==> config.mk <==
export PLATFORM = sky130hd
export DESIGN_NAME = div_radix2
export DESIGN_NICKNAME = d
export VERILOG_FILES = /design/src/rtl/div_radix2.sv
export SDC_FILE = /design/constraint.sdc
export NUM_CORES = 1
export LEC_CHECK = 0
export BUFFER_PORTS_ARGS = -buffer_cell sky130_fd_sc_hd__buf_2
export CORE_UTILIZATION = 35
export DETAILED_ROUTE_END_ITERATION = 7
export PLACE_DENSITY = 0.54
export SETUP_SLACK_MARGIN = 0.02
export SLEW_MARGIN = 10
export SYNTH_ARGS = -nofsm -noshare
export SYNTH_HDL_FRONTEND = slang
export SYNTH_SLANG_ARGS = --single-unit
==> constraint.sdc <==
create_clock -name clk -period 2.7 [get_ports clk]
set_input_delay 0.405 -clock clk [delete_from_list [all_inputs] [get_ports clk]]
set_output_delay 0.405 -clock clk [all_outputs]
set_load 0.01 [all_outputs]
==> src/rtl/div_radix2.sv <==
// div_radix2 -- iterative radix-2 restoring divider (EX-stage divide responder).
//
// One quotient bit per clock on a {rem, dividend} shift register. Signed
// operands are reduced to magnitudes on entry and the signs are reapplied in
// the END state. The quotient is negated when the operand signs differ, and
// the remainder takes the sign of the dividend.
//
// Ports:
//   clk, rst       posedge clock, synchronous active-high reset
//   flush, annul_i abort any operation (next state IDLE, no ready pulse)
//   signed_div_i   1 = signed (DIV), 0 = unsigned (DIVU); sampled in IDLE
//   opdata1_i/2_i  dividend / divisor, sampled in IDLE only
//   start_i        level request, held by the requester until ready_o
//   result_o       {remainder, quotient}, registered, held until next result
//   ready_o        registered one-cycle pulse marking result_o valid
//
// Optional feature: define DIV_EARLY_OUT_EN to finish in two cycles whenever
// |dividend| < |divisor| (quotient 0, remainder = dividend).
module div_radix2 #(
  parameter int WIDTH = 32
) (
  input  logic               clk,
  input  logic               rst,
  input  logic               flush,
  input  logic               signed_div_i,
  input  logic [WIDTH-1:0]   opdata1_i,
  input  logic [WIDTH-1:0]   opdata2_i,
  input  logic               start_i,
  input  logic               annul_i,
  output logic [2*WIDTH-1:0] result_o,
  output logic               ready_o
);

  localparam int CW = $clog2(WIDTH + 1);
  localparam logic [CW-1:0] LAST_STEP = CW'(WIDTH - 1);

  typedef enum logic [1:0] {
    S_IDLE    = 2'd0,
    S_DIVZERO = 2'd1,
    S_ON      = 2'd2,
    S_END     = 2'd3
  } state_e;

  state_e             state_q,  state_d;
  logic [CW-1:0]      cnt_q,    cnt_d;
  logic [2*WIDTH:0]   sr_q,     sr_d;      // {rem[WIDTH:0], dividend/quotient[WIDTH-1:0]}
  logic [WIDTH-1:0]   dvsr_q,   dvsr_d;    // |divisor|
  logic               negq_q,   negq_d;    // negate quotient at END
  logic               negr_q,   negr_d;    // negate remainder at END
  logic [2*WIDTH-1:0] result_q, result_d;
  logic               ready_q,  ready_d;

  logic [WIDTH-1:0]   abs_a, abs_b;
  logic [2*WIDTH+1:0] shifted;
  logic [WIDTH+1:0]   trial;
  logic [WIDTH-1:0]   quot_raw, rem_raw;

  always_comb begin
    state_d  = state_q;
    cnt_d    = cnt_q;
    sr_d     = sr_q;
    dvsr_d   = dvsr_q;
    negq_d   = negq_q;
    negr_d   = negr_q;
    result_d = result_q;
    ready_d  = 1'b0;

    abs_a = (signed_div_i && opdata1_i[WIDTH-1]) ? -opdata1_i : opdata1_i;
    abs_b = (signed_div_i && opdata2_i[WIDTH-1]) ? -opdata2_i : opdata2_i;

    // The top bit of the register is always 0 (rem < divisor), so the extra
    // bit here only widens the subtract so its MSB is a clean borrow flag.
    shifted  = {sr_q, 1'b0};
    trial    = shifted[2*WIDTH+1:WIDTH] - {2'b00, dvsr_q};
    quot_raw = sr_q[WIDTH-1:0];
    rem_raw  = sr_q[2*WIDTH-1:WIDTH];

    unique case (state_q)
      S_IDLE: begin
        if (start_i && !annul_i && !flush) begin
          cnt_d  = '0;
          negq_d = signed_div_i & (opdata1_i[WIDTH-1] ^ opdata2_i[WIDTH-1]);
          negr_d = signed_div_i & opdata1_i[WIDTH-1];
          dvsr_d = abs_b;
          if (opdata2_i == '0) begin
            sr_d    = '0;
            negq_d  = 1'b0;
            negr_d  = 1'b0;
            state_d = S_DIVZERO;
`ifdef DIV_EARLY_OUT_EN
          end else if (abs_a < abs_b) begin
            // Result is known already: preload rem=|a|, quot=0 and take the
            // one-cycle bypass path; END re-signs the remainder back to the
            // original dividend.
            sr_d    = {1'b0, abs_a, {WIDTH{1'b0}}};
            state_d = S_DIVZERO;
`endif
          end else begin
            sr_d    = {{(WIDTH+1){1'b0}}, abs_a};
            state_d = S_ON;
          end
        end
      end
      // One-cycle bypass to END; sr_q already holds the final raw result.
      S_DIVZERO: state_d = S_END;
      S_ON: begin
        sr_d = shifted[2*WIDTH:0];
        if (!trial[WIDTH+1]) begin
          sr_d[2*WIDTH:WIDTH] = trial[WIDTH:0];
          sr_d[0]             = 1'b1;
        end
        cnt_d = cnt_q + 1'b1;
        if (cnt_q == LAST_STEP) state_d = S_END;
      end
      S_END: begin
        ready_d  = 1'b1;
        result_d = {(negr_q ? -rem_raw : rem_raw), (negq_q ? -quot_raw : quot_raw)};
        state_d  = S_IDLE;
      end
      default: state_d = S_IDLE;
    endcase

    // Abort beats everything, including the END pulse.
    if (flush || annul_i) begin
      state_d  = S_IDLE;
      ready_d  = 1'b0;
      result_d = result_q;
    end
  end

  always_ff @(posedge clk) begin
    if (rst) begin
      state_q  <= S_IDLE;
      cnt_q    <= '0;
      sr_q     <= '0;
      dvsr_q   <= '0;
      negq_q   <= 1'b0;
      negr_q   <= 1'b0;
      result_q <= '0;
      ready_q  <= 1'b0;
    end else begin
      state_q  <= state_d;
      cnt_q    <= cnt_d;
      sr_q     <= sr_d;
      dvsr_q   <= dvsr_d;
      negq_q   <= negq_d;
      negr_q   <= negr_d;
      result_q <= result_d;
      ready_q  <= ready_d;
    end
  end

  assign result_o = result_q;
  assign ready_o  = ready_q;

endmodule
==> flow_summary.rst <==
.. list-table::
   :header-rows: 1

   * - Metric
     - Value
   * - Cell count after synthesis
     - 1,388
   * - Total routing usage reported by global routing
     - 20.69%
   * - Storage element area
     - around 3500 sq um
   * - Cell depth of the worst hold path
     - 2
   * - Post-synthesis instance area
     - 10,900 sq um
   * - Max Slew Vio Count
     - 0
   * - Maximum clock insertion buffer count
     - 2
   * - Crit-path max cell delay
     - about 0.55 ns
   * - Final cell area excluding filler cells
     - 14,490 sq um
   * - Area after detailed placement
     - 13,260 sq um
   * - Post-route setup slack
     - -0.1655 ns
   * - Number of vias in the routed layout
     - 10,711
   * - Destination of the worst hold path
     - state_q[1]
   * - Cell count after placement
     - ~2,000
   * - Footprint of the multi-input gates
     - 7340 sq um
   * - Count of TritonRoute iterations in the first routing pass
     - 5
   * - Number of levels in the clock H-tree
     - 4
   * - Register bit total from synthesis
     - 172
   * - CTS tree
     - built
   * - Origin of the worst min-delay path
     - annul_i
   * - Reg-to-reg startpoint
     - sr_q[41]
   * - Register-to-register setup slack
     - -0.17 ns
   * - R2R depth
     - 9
   * - Area share of fa/ha/maj cells after synthesis
     - 4.892%
   * - Final Hold Viols
     - 0
   * - Layout Nets
     - 1,775
   * - Power density over cell area
     - 445.9 nW/um^2
   * - Top cells by area in the synthesized netlist
     - sky130_fd_sc_hd__dfxtp_1 (32%), sky130_fd_sc_hd__xor2_1 (6.7%), sky130_fd_sc_hd__a211oi_1 (6.4%)
   * - Post-Route Utilization
     - between 40% and 50%
   * - Worst min-delay path category
     - input port to flop
   * - IO Pins
     - 135
   * - RSZ-0062 raised after global routing
     - yes
   * - Global-route wire length before repair
     - 52,100 um
   * - Pin slew with the least headroom to its limit
     - between 0.9 and 1 ns
   * - Setup clock skew after layout
     - ~0.011 ns
   * - XOR/XNOR Fraction of Synth Area
     - about an eighth
   * - Largest family of logic cells by synthesized area
     - compound AO/OA/AOI/OAI gates
   * - Maximum number of pins on one net before global-route repair
     - 71
   * - Clk root buf
     - sky130_fd_sc_hd__clkbuf_16
   * - Count of routing violations after the opening detailed-route iteration
     - 623
   * - Area delta synth->final
     - 32.98%
   * - Static Leak
     - 5.852 nW
   * - Top cell by count, worst path
     - sky130_fd_sc_hd__or3_4
   * - Initial Utilization
     - 35.62%
   * - Number of unique standard cell types used by synthesis
     - 63
   * - Highest clock rate
     - 0.3490 GHz
   * - Core region area
     - 30,590 sq um
   * - Worst Path Class, Setup
     - flop to flop
   * - Row cnt
     - 64
   * - Area share of the largest cell type after synthesis
     - 31.60%
   * - Die Ht
     - around 180 um
   * - Area fraction in compound gates after synthesis
     - 24.51%
   * - Worst path cell trace
     - or4_4 > nor4_4 > nand3_1 > or3_4 > or3_4 > or3_4 > o21ai_2 > xor2_1 > a211oi_1
   * - Area share of and/or/nand/nor cells after synthesis
     - 19.57%
   * - Inserted Clock Buffers
     - 17
   * - Final critical-path share of the clock period
     - 106.1%
   * - Clk Latency, worst-skew pair
     - 0.45 ns
   * - Peak VDD IR
     - 0.0004807 V
   * - Fraction of layout cells with a size suffix above 1
     - between 20 and 30%
   * - Die Wd
     - approximately 180 um
   * - Worst slew slack as a fraction of its limit
     - 38.39%
   * - Status
     - complete, but fails checks
   * - Kind of start point of the critical path
     - flop
   * - Mux share of post-synthesis cell area
     - 2.756%
   * - Die Area
     - roughly 32,000 sq um
   * - Number of nets produced by synthesis
     - 1,500
   * - Yosys top cell by area
     - sky130_fd_sc_hd__dfxtp_1
   * - Number of antenna violations at the first check in global routing
     - 1
   * - Leading cell type by number of instances after synthesis
     - sky130_fd_sc_hd__nor2_1
   * - Vias per cell
     - 5.167
   * - Remaining global-route overflow
     - 0
   * - Synth Area per Inst
     - between 7 and 8 sq um
   * - Critical path arrival
     - 3.17 ns
   * - Critical register-to-register path endpoint
     - result_o[62]
   * - Total of max-cap violations
     - 0
   * - Share of the yosys chip area belonging to registers
     - a little under a third
   * - Vias in the first global route
     - 9,834
   * - Failing checks
     - negative setup slack
   * - Share of async-settable or async-resettable flops after synthesis
     - 0%
   * - Top fanout value on the critical path
     - 2
   * - Number of endpoints failing setup at the final stage
     - 9
   * - Commonest cells post-synth
     - sky130_fd_sc_hd__nor2_1 (184), sky130_fd_sc_hd__dfxtp_1 (172), sky130_fd_sc_hd__nand2_1 (128)
   * - Time the final worst path needs with I/O delays and setup
     - 2.865 ns
   * - Layout filler cell count
     - 3,065
   * - Clk sink count
     - 172
   * - Data required time at the worst endpoint
     - 3.00 ns
   * - Wire per inst
     - 15.81 um
   * - Total half-perimeter wirelength after legalization and detailed placement
     - 24,780 um
   * - EDFF count, synth
     - 0
   * - Clock edge transition at the registers on the reported setup and hold paths
     - ~0.08 ns
   * - Final Non-Filler Cells
     - approximately 2,100
   * - Remaining antenna violation count
     - 0
   * - Dominant register cell in the synthesized netlist
     - sky130_fd_sc_hd__dfxtp_1
   * - Critical Path End Type
     - flop
   * - Number of warning messages in the yosys log
     - 0
   * - Highest-delay cell along the critical path
     - sky130_fd_sc_hd__or4_4
   * - Total wire length
     - 32,770 um
   * - Post-detailed-route DRC marker count
     - 0
   * - Routability cong.
     - approximately 0.91
   * - Port bufs
     - 134
==> cell type report <==
type | count | share of cell area [%]
Multi-Input combinational cell | 1074 | 50.66
Clock buffer | 18 | 3.031
Timing Repair Buffer | 343 | 16.58
Sequential cell | 172 | 23.86
Antenna cell | 1 | 0.01727
Inverter | 55 | 1.425
Tap cell | 396 | 3.420
Clock inverter | 14 | 1.010
==> where the power goes <==
| part | leakage [nW] | total (W) | switching [W] | internal, W |
|---|---|---|---|---|
| Clock | 0.294 | 0.00251 | 0.00118 | 0.00134 |
| Combinational | 4.16 | 0.00130 | 0.000691 | 0.000612 |
| Sequential | 1.40 | 0.00264 | 0.0000561 | 0.00259 |
==> metrics by stage <==
step	hold WS, ns	setup slack [ns]	TNS, ns	power [W]
final	0.1465	-0.1655	-0.7742	0.006460
after global routing	0.1351	-0.2619	-5.256	0.006743
after global placement	0.4379	-0.2304	-6.136	0.003830
after CTS	0.1238	-0.1852	-0.9105	0.006447
after detailed placement	0.4434	-0.2331	-7.423	0.003843
after floorplan	0.4319	-0.09339	-0.2939	0.003392
==> flip-flops by register name (all words and copies together), names as in the netlist <==
signal    flops
cnt_q         6
negr_q        1
negq_q        1
result_o     64
ready_o       1
state_q       2
sr_q         65
dvsr_q       32
==> layer usage <==
layer	track usage, %	vias up	part of all wire (%)
met5	0	-	0
met4	5.544	0	1.5
met3	3.431	30	5.0
met2	29.72	248	41
met1	31.26	4894	53
li1	-	5539	-
==> layout by cell type (no fill, tap or decap), drive strengths merged, types with 4 or more instances in the layout <==
| cell type | synthesis | routed |
|---|---|---|
| nor2b | 8 | 8 |
| a31oi | 9 | 9 |
| mux2i | 30 | 30 |
| nor2 | 184 | 184 |
| and3 | 8 | 8 |
| nand2 | 128 | 128 |
| a211oi | 93 | 93 |
| nand2b | 9 | 9 |
| o21a | 9 | 9 |
| buf | 12 | 341 |
| a311oi | 4 | 4 |
| nand4 | 8 | 8 |
| clkbuf | 75 | 20 |
| and2 | 6 | 6 |
| ha | 41 | 41 |
| nand3 | 26 | 26 |
| o311ai | 5 | 5 |
| xor2 | 83 | 83 |
| o21bai | 4 | 4 |
| o41ai | 17 | 17 |
| a221oi | 26 | 26 |
| inv | 55 | 65 |
| o211ai | 5 | 5 |
| a2bb2oi | 4 | 4 |
| a21oi | 70 | 70 |
| o31ai | 26 | 26 |
| or2 | 4 | 4 |
| or4 | 10 | 10 |
| nor3 | 37 | 37 |
| a21o | 11 | 11 |
| xnor2 | 63 | 63 |
| or3 | 20 | 20 |
| o21ai | 90 | 90 |
| dfxtp | 172 | 172 |
| nor4 | 9 | 9 |
==> how the worst max path moves through the flow <==
stage / start / end / cells after the start
finish: sr_q[41] / result_o[62] / 9
global route: sr_q[41] / result_o[62] / 9
CTS: sr_q[41] / result_o[63] / 9
detailed placement: sr_q[41] / result_o[62] / 9
floorplan: sr_q[41] / result_o[61] / 9
global placement: sr_q[41] / result_o[60] / 9
==> repair_timing <==
item	4_1_cts	5_1_grt
cloned	2	2
hold buffers	0	0
pin swaps	20	45
resized for setup	40	44
buffers inserted	12	8
endpoints found under the setup margin	48	52
==> logic make-up (layout without fill, tap and decap cells) <==
group                      count (synthesis)  count (layout)
other                                      0               1
buffers and inverters                    142             430
DFF                                      172             172
AOI/OAI and AO/OA                        392             392
and+or+nand+nor                          464             464
adders and majority gates                 42              42
muxes                                     30              30
xor gates and xnor gates                 146             146
==> critical path, delay by kind of cell, from the launching register on <==
kind / cells / cell delay, ns
and+or+nand+nor: 6 / 2.00
DFF: 1 / 0.34
AOI/OAI and AO/OA: 2 / 0.21
xor gates and xnor gates: 1 / 0.17
(Power assumes the default switching activity.)
